==> src/rtl/exponent_process_fp_param_if.sv <==
// Handshake/data bundle between the FP mul/div control and the exponent datapath.
// The mantissa pipeline owns norm_adj; it is carried here so the datapath sees one bus.
interface exponent_process_fp_param_if #(
    parameter int EXP_W = 8
);
    logic             valid_in;
    logic             op_div;
    logic [EXP_W-1:0] exp_a;
    logic [EXP_W-1:0] exp_b;
    logic             norm_adj;
    logic             valid_out;
    logic [EXP_W-1:0] exponent;
    logic             zero_flag;
    logic             inf_flag;
    logic             nan_flag;

    modport master (
        output valid_in, op_div, exp_a, exp_b, norm_adj,
        input  valid_out, exponent, zero_flag, inf_flag, nan_flag
    );

    modport slave (
        input  valid_in, op_div, exp_a, exp_b, norm_adj,
        output valid_out, exponent, zero_flag, inf_flag, nan_flag
    );
endinterface

==> src/rtl/exponent_process_fp_param.sv <==
// Exponent datapath for FP multiply/divide: combine, re-bias, align delay,
// late normalise and classify. Latency is 4 + ALIGN_DLY clocks.
module exponent_process_fp_param #(
    parameter int EXP_W     = 8,
    parameter int BIAS      = 2**(EXP_W-1)-1,
    parameter int ALIGN_DLY = 2
) (
    input logic                        clk,
    input logic                        rst,
    exponent_process_fp_param_if.slave io
);
    localparam int W = EXP_W + 2;
    localparam logic [W-1:0]     BIAS_W = W'(BIAS);
    localparam logic [W-1:0]     MAX_W  = W'((2**EXP_W) - 1);
    localparam logic [W-1:0]     ONE_W  = W'(1);
    localparam logic [EXP_W-1:0] ONES   = '1;

    typedef struct packed {
        logic         v;
        logic         op;
        logic         az;
        logic         bz;
        logic         ai;
        logic         bi;
        logic [W-1:0] x;
    } stg_t;

    stg_t s1_q, s1_d;
    stg_t s2_d;
    stg_t pipe_q [ALIGN_DLY+1];
    stg_t nrm_q, nrm_d;

    logic             vout_q;
    logic [EXP_W-1:0] exp_q, exp_d;
    logic             zf_q, zf_d;
    logic             if_q, if_d;
    logic             nf_q, nf_d;

    always_comb begin
        s1_d   = s1_q;
        s1_d.v = io.valid_in;
        if (io.valid_in) begin
            s1_d.op = io.op_div;
            s1_d.az = (io.exp_a == '0);
            s1_d.bz = (io.exp_b == '0);
            s1_d.ai = (io.exp_a == ONES);
            s1_d.bi = (io.exp_b == ONES);
            s1_d.x  = io.op_div ? {2'b00, io.exp_a} - {2'b00, io.exp_b}
                                : {2'b00, io.exp_a} + {2'b00, io.exp_b};
        end
    end

    always_comb begin
        s2_d   = pipe_q[0];
        s2_d.v = s1_q.v;
        if (s1_q.v) begin
            s2_d   = s1_q;
            s2_d.x = s1_q.op ? s1_q.x + BIAS_W : s1_q.x - BIAS_W;
        end
    end

    always_ff @(posedge clk or posedge rst) begin
        if (rst) begin
            s1_q <= '0;
            for (int k = 0; k <= ALIGN_DLY; k++) pipe_q[k] <= '0;
        end else begin
            s1_q      <= s1_d;
            pipe_q[0] <= s2_d;
            // Alignment stages: valid always shifts, payload only on valid.
            for (int k = 1; k <= ALIGN_DLY; k++) begin
                pipe_q[k].v <= pipe_q[k-1].v;
                if (pipe_q[k-1].v) pipe_q[k] <= pipe_q[k-1];
            end
        end
    end

    always_comb begin
        nrm_d   = nrm_q;
        nrm_d.v = pipe_q[ALIGN_DLY].v;
        if (pipe_q[ALIGN_DLY].v) begin
            nrm_d = pipe_q[ALIGN_DLY];
            if (io.norm_adj)
                nrm_d.x = nrm_d.op ? nrm_d.x - ONE_W : nrm_d.x + ONE_W;
        end
    end

    logic nan_c, inf_c, zero_c, uf_c, of_c;

    always_comb begin
        nan_c  = nrm_q.op ? (nrm_q.az & nrm_q.bz) | (nrm_q.ai & nrm_q.bi)
                          : (nrm_q.az | nrm_q.bz) & (nrm_q.ai | nrm_q.bi);
        inf_c  = nrm_q.op ? nrm_q.ai | nrm_q.bz : nrm_q.ai | nrm_q.bi;
        zero_c = nrm_q.op ? nrm_q.az | nrm_q.bi : nrm_q.az | nrm_q.bz;
        uf_c   = nrm_q.x[W-1] | (nrm_q.x == '0);
        of_c   = ~nrm_q.x[W-1] & (nrm_q.x >= MAX_W);

        exp_d = exp_q;
        zf_d  = zf_q;
        if_d  = if_q;
        nf_d  = nf_q;
        if (nrm_q.v) begin
            exp_d = '0;
            zf_d  = 1'b0;
            if_d  = 1'b0;
            nf_d  = 1'b0;
            if (nan_c) begin
                nf_d  = 1'b1;
                exp_d = ONES;
            end else if (inf_c) begin
                if_d  = 1'b1;
                exp_d = ONES;
            end else if (zero_c || uf_c) begin
                zf_d  = 1'b1;
            end else if (of_c) begin
                if_d  = 1'b1;
                exp_d = ONES;
            end else begin
                exp_d = nrm_q.x[EXP_W-1:0];
            end
        end
    end

    always_ff @(posedge clk or posedge rst) begin
        if (rst) begin
            nrm_q  <= '0;
            vout_q <= 1'b0;
            exp_q  <= '0;
            zf_q   <= 1'b0;
            if_q   <= 1'b0;
            nf_q   <= 1'b0;
        end else begin
            nrm_q  <= nrm_d;
            vout_q <= nrm_q.v;
            exp_q  <= exp_d;
            zf_q   <= zf_d;
            if_q   <= if_d;
            nf_q   <= nf_d;
        end
    end

    assign io.valid_out = vout_q;
    assign io.exponent  = exp_q;
    assign io.zero_flag = zf_q;
    assign io.inf_flag  = if_q;
    assign io.nan_flag  = nf_q;
endmodule

==> src/flat_wrapper.sv <==
// flat-port wrapper written by rule: the top's interface ports become plain ports
module exponent_process_fp_param_flat 
#(
    parameter int EXP_W     = 8,
    parameter int BIAS      = 2**(EXP_W-1)-1,
    parameter int ALIGN_DLY = 2
)
  (clk, rst, io_valid_in, io_op_div, io_exp_a, io_exp_b, io_norm_adj, io_valid_out, io_exponent, io_zero_flag, io_inf_flag, io_nan_flag);
  exponent_process_fp_param_if #(.EXP_W(EXP_W)) io_i ();
  input logic clk;
  input logic rst;
  input wire logic [$bits(io_i.valid_in)-1:0] io_valid_in;
  input wire logic [$bits(io_i.op_div)-1:0] io_op_div;
  input wire logic [$bits(io_i.exp_a)-1:0] io_exp_a;
  input wire logic [$bits(io_i.exp_b)-1:0] io_exp_b;
  input wire logic [$bits(io_i.norm_adj)-1:0] io_norm_adj;
  output wire logic [$bits(io_i.valid_out)-1:0] io_valid_out;
  output wire logic [$bits(io_i.exponent)-1:0] io_exponent;
  output wire logic [$bits(io_i.zero_flag)-1:0] io_zero_flag;
  output wire logic [$bits(io_i.inf_flag)-1:0] io_inf_flag;
  output wire logic [$bits(io_i.nan_flag)-1:0] io_nan_flag;
  assign io_i.valid_in = io_valid_in;
  assign io_i.op_div = io_op_div;
  assign io_i.exp_a = io_exp_a;
  assign io_i.exp_b = io_exp_b;
  assign io_i.norm_adj = io_norm_adj;
  assign io_valid_out = io_i.valid_out;
  assign io_exponent = io_i.exponent;
  assign io_zero_flag = io_i.zero_flag;
  assign io_inf_flag = io_i.inf_flag;
  assign io_nan_flag = io_i.nan_flag;
  exponent_process_fp_param #(.EXP_W(EXP_W), .BIAS(BIAS), .ALIGN_DLY(ALIGN_DLY)) u_core (.clk(clk), .rst(rst), .io(io_i));
endmodule
==> config.mk <==
export PLATFORM = sky130hd
export DESIGN_NAME = exponent_process_fp_param_flat
export DESIGN_NICKNAME = d
export VERILOG_FILES = /design/src/rtl/exponent_process_fp_param_if.sv /design/src/rtl/exponent_process_fp_param.sv /design/src/flat_wrapper.sv
export SDC_FILE = /design/constraint.sdc
export NUM_CORES = 1
export LEC_CHECK = 0
export CAP_MARGIN = 0
export CORE_ASPECT_RATIO = 0.5
export CORE_MARGIN = 2
export CORE_UTILIZATION = 30
export CTS_CLUSTER_DIAMETER = 200
export DETAILED_ROUTE_END_ITERATION = 12
export HOLD_SLACK_MARGIN = 0.06
export SKIP_LAST_GASP = 1
export SLEW_MARGIN = 20
export SYNTH_ARGS = -nofsm -noshare
export SYNTH_HDL_FRONTEND = slang
export SYNTH_SLANG_ARGS = --single-unit
==> constraint.sdc <==
create_clock -name clk -period 6.8 [get_ports clk]
set_clock_uncertainty 0.2 [all_clocks]
set_input_delay 0.68 -clock clk [delete_from_list [all_inputs] [get_ports clk]]
set_output_delay 0.68 -clock clk [all_outputs]
set_load 0.01 [all_outputs]
[Word level (Yosys, flattened, before mapping)]
Index checks and enable logic that the tools add are counted.
Word-level totals
  register bits: 92
  bits of input ports: 21
  output and inout port bits: 12
  logic and storage cells: 87
Operators by class
  $add $sub $neg: 6
  magnitude comparators: 1
  equality and inequality tests: 2
  muxes and demuxes: 23
  bitwise gates (word level): 11
  reduce and logical (&&, ||, !) cells: 4
Operators by type and width (number)
  $mux 16: 4
  $mux 10: 4
  $mux 8: 4
  $eq 8x8->1 const B: 2
  $logic_not 8->1: 2
  $mux 1: 11
  $add 10x1->10 const B: 1
  $add 10x7->10 const B: 1
  $ge 10x8->1 const B: 1
  $logic_not 10->1: 1
  $sub 10x1->10 const B: 1
  $sub 10x7->10 const B: 1
  $add 8x8->9: 1
  $sub 8x8->9: 1
  $or 1x1->1: 6
  $and 1x1->1: 4
  $logic_or 1x1->1: 1
  $not 1->1: 1

[Longest topological paths before layout]
  word-level depth: 6
  gate-level depth with buffers: 9
  gate-level depth less buffers: 9

[Least setup slack after synthesis]
Ideal clock, no wire load.
  kind: input -> register
  start point: input port io_exp_b[0]
  end point: register u_core.s1_q[6] (netlist name)
  setup time: 125 ps
  arrival: 2136 ps
  data required time: 6475 ps
  path slack: 4339 ps
  cell stages on the path: 8
  path buffers: 0
  cell sequence: ha_1 fa_1 nand2b_1 a21oi_1 o31ai_1 a221oi_1 xnor2_1 mux2_2
Between the ends
  word-level cells in the longest chain between the ends: 2
  elaborated cells on any way between the ends: 3
  those cells by class: add/sub (2); mux (1)
RTL lines
  start, declared: line flat_wrapper.sv:15  | input wire logic [$bits(io_i.exp_b)-1:0] io_exp_b;
  $add 8x8->9 or $sub 8x8->9 (tied branches): line exponent_process_fp_param.sv:49, exponent_process_fp_param.sv:48
  $mux 10 (*): line exponent_process_fp_param.sv:48  | s1_d.x = io.op_div ? {2'b00, io.exp_a} - {2'b00, io.exp_b}
  end signal, assigned: line exponent_process_fp_param.sv:64  | s1_q <= '0;
  end signal, assigned: line exponent_process_fp_param.sv:67  | s1_q <= s1_d;
  end, declared: line exponent_process_fp_param.sv:28  | stg_t s1_q, s1_d;
Mark *: on every way between the ends. The rest lies on a longest branch, timed or not.
A chain may end at the register's enable or synchronous reset.

[Final worst setup path]
  start point: input port io_exp_b[1]
  end point: register u_core.s1_q[7] (netlist name)
The elaborated chain is that of the path after synthesis.

==> metrics.md <==
| Metric | Value |
|---|---|
| Status | completed |
| Via density | between 4 and 5 |
| Setup TNS | 0 ns |
| Iter 0 DRT Violations | between 200 and 250 |
| WHS Path Cells | 1 |
| Worst Setup Start Kind | input pin |
| Synth area leaders | dfrtp_1, mux2_2, ha_1, a21oi_1, nor2_1 |
| CTS resizes | 0 |
| Worst min-delay path endpoint | u_core.io.nan_flag |
| TritonCTS Buffers | 9 |
| Setup Buffers After CTS | 0 |
| Antenna Cells | 0 |
| Relative slew slack | a little under two fifths |
| Critical-path top delay cell | clkdlybuf4s50_1 |
| Sink Count | 92 |
| Worst skew pair latency | between 0.3 and 0.4 ns |
| Kind of critical path | input pin to flip-flop |
| Core area | ~0.016 sq mm |
| Layout cells sized above 1 | between 15 and 20% |
| Worst r2r src | u_core.s1_q[14] |
| Routability cong. | slightly above 0.8 |
| Die ar. | around 0.018 sq mm |
| CP Cell Sequence | clkdlybuf4s50_1 -> inv_1 -> ha_1 -> nand2b_1 -> a21oi_1 -> o31ai_1 -> a311oi_1 -> xnor2_1 -> mux2_2 |
| Avg Cell Area, Syn | roughly 11 sq um |
| Total track usage | a little under an eighth |
| Max FO, Critical Path | 6 |
| Die H | about 96 microns |
| Synth Warn # | 0 |
| # hold bufs at CTS | 0 |
| Net count reported at finish | 550 |
| Crit-path max cell delay | 0.64 ns |
| Netlist Area Pre-Place | around 0.0050 sq mm |
| Clk slew on worst S/H paths | about 0.060 ns |
| Layout area overhead | 16.2% |
| Site Rows | 33 |
| Total chip power | a little under 2 mW |
| Port Buffers | 32 |
| Worst ir drop on vdd | 125 uV |
| Dpl hpwl | slightly above 7 mm |
| Synthesized instance count | around 470 |
| Routed WL | approximately 9.5 mm |
| Post-synth EDFFs | 0 |
| Max cap viols | 0 |
| Post-synthesis register bit count | between 90 and 100 |
| Critical Path Sink Type | flip-flop |
| Initial Util | ~31% |
| Cell accounting for the most synthesized area | dfrtp_1 |
| Max-slew violation count | 0 |
| Vias in the first global route | between 3000 and 4000 |
| Synth Net Count | 522 |
| Drt drc | 0 |
| Ports | 33 |
| Top-area cell type share of the netlist area | between 40% and 50% |
| Worst R2R Path Depth | 8 |
| CP delay by family, top | buffers and inverters |
| Tcrit/Tclk final | between 40% and 50% |
| Setup violators final | 0 |
| FFs w/ async S/R, synth | between 90% and 100% |
| Commonest cells post-synth | dfrtp_1, mux2_2, a21oi_1, ha_1, nor2_1 |
| R2r setup slk | 4.35 ns |
| HP Class | flip-flop to flip-flop |
| Buffers and inverters on the worst path | 2 |
| Pin count of the biggest net entering global routing | between 60 and 70 |
| Power per cell area | approximately 330 mW/mm^2 |
| Final min period | 2.82 ns |
| Antenna violations before repair | 0 |
| CTS max path bufs | 2 |
| Remaining antenna violation count | 0 |
| Register area share after synthesis | 45.8% |
| Die width | roughly 190 microns |
| Arr. time, crit path | ~2.8 ns |
| Hold Crit Start | u_core.io.nan_flag |
| Unrepaired setup endpoints after global routing | false |
| First-pass DRT Iterations | 4 |
| Worst r2r dst | u_core.pipe_q[40] |
| Avg WL per Cell | 13.1 microns |
| Slew @ Worst Pin | just over 0.9 ns |
| CTS root buffer | clkbuf_16 |
| CTS tree | done |
| Fin. Hold Viols | 0 |
| Congestion Overflow GR | 0 |
| FMAX | between 300 and 400 MHz |
| Total number of vias | 3408 |
| # H-tree levels | 3 |
| Synth cell types | 56 |
| Primary FF master, synth | dfrtp_1 |
| Top-count cell post-synth | dfrtp_1 |
| Leak pwr | 2.56 nW |
| Global-route wire length before repair | ~16 mm |
| CP required | between 6 and 7 ns |
-- power by group --
part / leakage [nW] / switching, mW / total (mW) / internal [mW]
registers: 1.13 / 0.134 / 0.831 / 0.697
logic: 1.30 / 0.309 / 0.660 / 0.350
clock network: 0.132 / 0.211 / 0.460 / 0.249
-- cells in the final DEF, fill, tap and decap left out, types with 9 or more instances in the layout --
master	count
xnor2_1	10
nor2_1	32
nand2_1	22
mux2_2	51
a21oi_1	35
ha_1	32
inv_1	28
dfrtp_1	92
clkbuf_16	9
o21a_1	10
o21ai_0	20
clkdlybuf4s50_1	32
-- state kept, by name (all words and copies together) (netlist names) --
register	count
u_core.io.exponent	8
u_core.io.inf_flag	1
u_core.io.nan_flag	1
u_core.io.valid_out	1
u_core.io.zero_flag	1
u_core.nrm_q	16
u_core.pipe_q	48
u_core.s1_q	16
-- through the flow --
step | worst slack [ns] | instance area, sq um | instances | hold slack (ns) | util, %
2_1_floorplan | 3.53 | 5030 | 465 | 0.152 | -
3_3_place_gp | 3.66 | 5570 | 709 | 0.272 | 34.0
3_5_place_dp | 3.64 | 5570 | 709 | 0.285 | 34.0
4_1_cts | 4.00 | 5850 | 725 | 0.300 | 35.7
5_1_grt | 3.83 | 5850 | 725 | 0.326 | 35.7
6_report | 3.98 | 5850 | 725 | 0.297 | 35.7
-- layer usage --
layer	share of wire (%)	track usage, %
met2	40	16.8
met1	55	16.6
met5	0	0
met3	3.6	2.94
met4	1.4	3.44
-- cell type report --
type	count	area [sq um]
Clock buffer	9	225
Inverter	29	110
Fill cell	1639	10500
Sequential cell	92	2300
Tap cell	227	284
Timing Repair Buffer	33	328
Multi-Input combinational cell	328	2550
Clock inverter	7	51.3
-- cell families after synthesis --
logic type | count (synthesis) | synth area share, %
compound gates | 118 | 15.9
xor+xnor | 15 | 2.61
fa+ha+maj | 36 | 9.55
buf+inv | 45 | 3.61
flops | 92 | 45.8
mux | 54 | 12.0
simple gates | 105 | 10.5
-- worst max-delay path by stage --
| stage | cells past startpoint | start | end | slack, ns |
|---|---|---|---|---|
| final | 9 | io_exp_b[1] | u_core.s1_q[7] | 3.98 |
| after global routing | 9 | io_exp_b[1] | u_core.s1_q[7] | 3.83 |
| after CTS | 9 | io_exp_b[0] | u_core.s1_q[6] | 4.00 |
| after detailed placement | 9 | io_exp_b[0] | u_core.s1_q[6] | 3.64 |
| after global placement | 9 | io_exp_b[0] | u_core.s1_q[6] | 3.66 |
| after floorplan | 1 | rst | u_core.io.exponent[0] | 3.53 |
No activity file was read; power rests on OpenSTA's default activity.
